<file path="src/rtl/vga_char_write_queue.sv">
// ---------------------------------------------------------------------------
// vga_char_write_queue
//
// Purpose:
//   This block decouples an upstream character writer from the VGA character
//   buffer. Each write accepted on the Avalon slave port is stored as an
//   {address, data} pair in a small FIFO. The pairs are replayed on the
//   Avalon master port in the same order, one per cycle. The master port
//   honours the buffer's waitrequest. The slave port supports writes only.
//   A read attempt returns 0 and sets a sticky error flag.
//
// Ports:
//   clk            in   single clock for all state
//   reset_n        in   asynchronous active-low reset
//   s_address      in   ADDR_W  character buffer address from the writer
//   s_write        in   1       slave write request
//   s_writedata    in   DATA_W  slave write data (character code in [7:0])
//   s_read         in   1       slave read request (not supported)
//   s_readdata     out  DATA_W  always 0
//   s_waitrequest  out  1       stall to the writer (FIFO full and writing)
//   m_address      out  ADDR_W  head entry address, 0 when the FIFO is empty
//   m_write        out  1       high whenever the FIFO holds an entry
//   m_writedata    out  DATA_W  head entry data, 0 when the FIFO is empty
//   m_read         out  1       tied 0
//   m_waitrequest  in   1       stall from the character buffer
//   level          out  $clog2(DEPTH)+1  occupied entry count
//   err_read       out  1       sticky flag, set by any slave read attempt
// ---------------------------------------------------------------------------
module vga_char_write_queue #(
    parameter int DEPTH  = 4,
    parameter int ADDR_W = 32,
    parameter int DATA_W = 16
) (
    input  logic                       clk,
    input  logic                       reset_n,

    input  logic [ADDR_W-1:0]          s_address,
    input  logic                       s_write,
    input  logic [DATA_W-1:0]          s_writedata,
    input  logic                       s_read,
    output logic [DATA_W-1:0]          s_readdata,
    output logic                       s_waitrequest,

    output logic [ADDR_W-1:0]          m_address,
    output logic                       m_write,
    output logic [DATA_W-1:0]          m_writedata,
    output logic                       m_read,
    input  logic                       m_waitrequest,

    output logic [$clog2(DEPTH):0]     level,
    output logic                       err_read
);

    localparam int PTR_W = $clog2(DEPTH);
    localparam int CNT_W = $clog2(DEPTH) + 1;
    localparam logic [CNT_W-1:0] FULL_COUNT = CNT_W'(DEPTH);

    logic [ADDR_W-1:0] addr_mem [DEPTH];
    logic [DATA_W-1:0] data_mem [DEPTH];

    logic [PTR_W-1:0]  rd_ptr;
    logic [PTR_W-1:0]  wr_ptr;
    logic [CNT_W-1:0]  count;
    logic              err_flag;

    logic              full;
    logic              not_empty;
    logic              push;
    logic              pop;

    // The full test uses the registered count only. A pop in the same cycle
    // does not free a slot for the writer until the following cycle. This
    // keeps s_waitrequest off any path from m_waitrequest.
    assign full      = (count == FULL_COUNT);
    assign not_empty = (count != '0);

    assign s_waitrequest = full & s_write;
    assign push          = s_write & ~full;
    assign pop           = not_empty & ~m_waitrequest;

    // The master side is show-ahead: the head entry is presented as soon as
    // it is stored. The address and data are gated to 0 while the FIFO is
    // empty, so stale array contents never reach the bus.
    assign m_write     = not_empty;
    assign m_address   = not_empty ? addr_mem[rd_ptr] : '0;
    assign m_writedata = not_empty ? data_mem[rd_ptr] : '0;
    assign m_read      = 1'b0;

    assign s_readdata = '0;
    assign level      = count;
    assign err_read   = err_flag;

    // Pointers are exactly log2(DEPTH) bits wide. Because DEPTH is a power
    // of two, the natural binary overflow gives the modulo-DEPTH wrap.
    always_ff @(posedge clk or negedge reset_n) begin
        if (!reset_n) begin
            rd_ptr   <= '0;
            wr_ptr   <= '0;
            count    <= '0;
            err_flag <= 1'b0;
        end else begin
            if (push) begin
                wr_ptr <= wr_ptr + 1'b1;
            end
            if (pop) begin
                rd_ptr <= rd_ptr + 1'b1;
            end
            case ({push, pop})
                2'b10:   count <= count + 1'b1;
                2'b01:   count <= count - 1'b1;
                default: count <= count;
            endcase
            if (s_read) begin
                err_flag <= 1'b1;
            end
        end
    end

    // The storage array has no reset. Its contents are invisible while
    // count is 0, so clearing it would only add reset fan-out.
    always_ff @(posedge clk) begin
        if (push) begin
            addr_mem[wr_ptr] <= s_address;
            data_mem[wr_ptr] <= s_writedata;
        end
    end

endmodule

</file>
<file path="config.mk">
export PLATFORM = sky130hd
export DESIGN_NAME = vga_char_write_queue
export DESIGN_NICKNAME = d
export VERILOG_FILES = /design/src/rtl/vga_char_write_queue.sv
export SDC_FILE = /design/constraint.sdc
export NUM_CORES = 1
export LEC_CHECK = 0
export BUFFER_PORTS_ARGS = -buffer_cell sky130_fd_sc_hd__buf_2
export CAP_MARGIN = 25
export CORE_MARGIN = 5
export CORE_UTILIZATION = 60
export DETAILED_ROUTE_END_ITERATION = 16
export GPL_ROUTABILITY_DRIVEN = 0
export HOLD_SLACK_MARGIN = 0.12
export PLACE_DENSITY_LB_ADDON = 0.25
export SYNTH_ARGS = -nofsm -noshare
export SYNTH_HDL_FRONTEND = slang
export SYNTH_SLANG_ARGS = --single-unit
</file>
<file path="constraint.sdc">
create_clock -name clk -period 4.1 [get_ports clk]
set_clock_uncertainty 0.05 [all_clocks]
set_input_delay 0.41 -clock clk [delete_from_list [all_inputs] [get_ports clk]]
set_output_delay 0.41 -clock clk [all_outputs]
set_load 0.1 [all_outputs]
</file>
==> flow_summary.json <==
{
  "status": "finished, final reports clean",
  "crit_arrival_ns": 2.55,
  "io_buffers": 106,
  "dieArea_um2": 15500,
  "drive_gt1_frac": 0.414,
  "drcViolationCount": 0,
  "first_pass_iters": 4,
  "crit_path_start_kind": "flop",
  "yosysSeqAreaShare": 0.760,
  "cts_buffer_depth": 2,
  "synth_cell_types": 24,
  "cts_hold_buf": 1,
  "rsz0062_at_grt": "false",
  "root_buffer": "clkbuf_16",
  "finalWorstSetupSlack_ns": 1.09,
  "hpwl_um": 8570,
  "finalSetupViolations": 0,
  "start_util": 0.617,
  "grt_overflow": 0,
  "areaGrowthSynthToFinish_pct": 16.9,
  "finalMaxSlewViolations": 0,
  "clkSinkCount": 200,
  "cts_tree": "yes",
  "core_area_um2": 12700,
  "ys_ff_latch": 200,
  "required_ns": 3.64,
  "grt_pass1_wl_um": 22000,
  "min_path_cells": 2,
  "drt-total-wl_um": 13700,
  "grt_pass1_vias": 3932,
  "cts_resized": 0,
  "fillers": 781,
  "wl_per_cell_um": 20.5,
  "syn_area_um2": 7850,
  "tns_ns": 0,
  "synth.avg_cell_area_um2": 21.6,
  "grt_usage": 0.187,
  "vias": 3674,
  "grt_max_degree": 52,
  "final_net_count": 543,
  "ys.flop_type": "edfxtp_1",
  "drt_iter0_drc": 279,
  "cts-buffers-inserted": 17,
  "min_path_type": "primary input to flop",
  "worstPathMaxFanout": 38,
  "htree_num_levels": 4,
  "endpoint_kind": "primary output",
  "reg2reg_depth": 4,
  "layout.cells.non_filler": 669,
  "cts.clk_slew.worst_paths_ns": 0.06,
  "ant_nets": 0,
  "die_h_um": 124,
  "dp.cells": 635,
  "post-route-period-util": 0.735,
  "drv_cap": 0,
  "die_w_um": 124,
  "path_class": "flop to primary output",
  "finalHoldViolCount": 0,
  "dpl_worst_slack_ns": 1.39,
  "viasPerCell": 5.49,
  "syn_inst": 363,
  "antenna_cells": 0,
  "io_pins": 124,
  "row_count": 41,
  "post-cts-setup-buffer-count": 0,
  "antenna_found_initial": 2,
  "async_reset_ff_frac": 0.0400,
  "clock_latency_ns": 0.42,
  "worst_slew_pin_slew_ns": 0.976,
  "r2r_setup_slack_ns": 1.50,
  "relSlewSlack": 0.349,
  "fmax_mhz": 332,
  "synth_warnings": 0,
  "synth_edf_count": 192,
  "final.min_clock_period_ns": 3.01
}
[cell usage in the layout, fill, tap and decap left out, types with 2 or more instances in the layout]
cell / n
clkinvlp_4: 2
nor2_1: 3
bufinv_16: 5
xnor2_1: 2
clkbuf_16: 17
dfrtp_1: 6
conb_1: 17
mux4_2: 48
buf_4: 11
edfxtp_1: 192
xor2_1: 4
ha_1: 5
clkinv_2: 6
nor2b_1: 48
buf_2: 106
inv_1: 7
and2_2: 4
[worst max-delay path, stage by stage (launching register included)]
cell and delay [ns]:
dfrtp_2 1.02, buf_4 0.33, mux4_2 0.32, nor2b_1 0.14
buf_2 0.31
[state kept, by name (all words and copies together), names as in the netlist]
signal / cells
err_read: 1
wr_ptr: 2
data_mem: 64
rd_ptr: 2
addr_mem: 128
level: 3
[routing by layer]
metal | GRT usage | up-vias | share of wire
li1 | - | 1646 | -
met3 | 0.0549 | 15 | 0.074
met1 | 0.245 | 1870 | 0.41
met4 | 0.0677 | 4 | 0.012
met5 | 0 | - | 0.0020
met2 | 0.303 | 139 | 0.51
[layout make-up]
cell class / count / area (um2) / share of cell area
Tap cell: 172 / 215 / 0.0235
Multi-Input combinational cell: 139 / 1690 / 0.184
Inverter: 7 / 26.3 / 0.00286
Sequential cell: 200 / 5970 / 0.651
Clock inverter: 15 / 208 / 0.0226
Clock buffer: 17 / 425 / 0.0464
Timing Repair Buffer: 119 / 643 / 0.0701
[worst paths after layout]
check                      startpoint        endpoint
max                         rd_ptr[1]   m_address[21]
min                            s_read        err_read
max reg2reg                  level[0]  addr_mem[3][9]
min reg2reg                  err_read        err_read
max in group asynchronous     reset_n       rd_ptr[0]
min in group asynchronous     reset_n        err_read
[cells by family after synthesis]
family | synth area share
flip-flops | 0.760
AND/OR/NAND/NOR | 0.0475
multiplexers | 0.140
buffers and inverters | 0.0330
adder cells (fa/ha/maj) | 0.0105
XOR/XNOR | 0.00670
other | 0.000478
AO/OA/AOI/OAI | 0.000957
[synthesized netlist by cell type (3+ instances only)]
| cell type | instances | area share |
|---|---|---|
| and2_1 | 4 | 0.0032 |
| mux4_2 | 48 | 0.14 |
| xor2_1 | 4 | 0.0045 |
| nor2b_1 | 48 | 0.038 |
| buf_2 | 3 | 0.0019 |
| clkbuf_1 | 5 | 0.0024 |
| inv_1 | 7 | 0.0033 |
| dfrtp_1 | 8 | 0.026 |
| edfxtp_1 | 192 | 0.73 |
| nor2_1 | 3 | 0.0014 |
| buf_6 | 5 | 0.0072 |
| buf_4 | 18 | 0.017 |
| ha_1 | 5 | 0.0080 |
[metrics by stage]
stage	cell area, um2	hold WS, ns	util
floorplan	7910	0.0644	-
global placement	8510	0.214	0.669
detailed placement	8510	0.216	0.669
CTS	9160	0.129	0.720
global route	9180	0.128	0.721
finish	9180	0.145	0.721
Power is not shown: default switching activity piles up to over one toggle a cycle in this logic, so the estimate is an artifact.
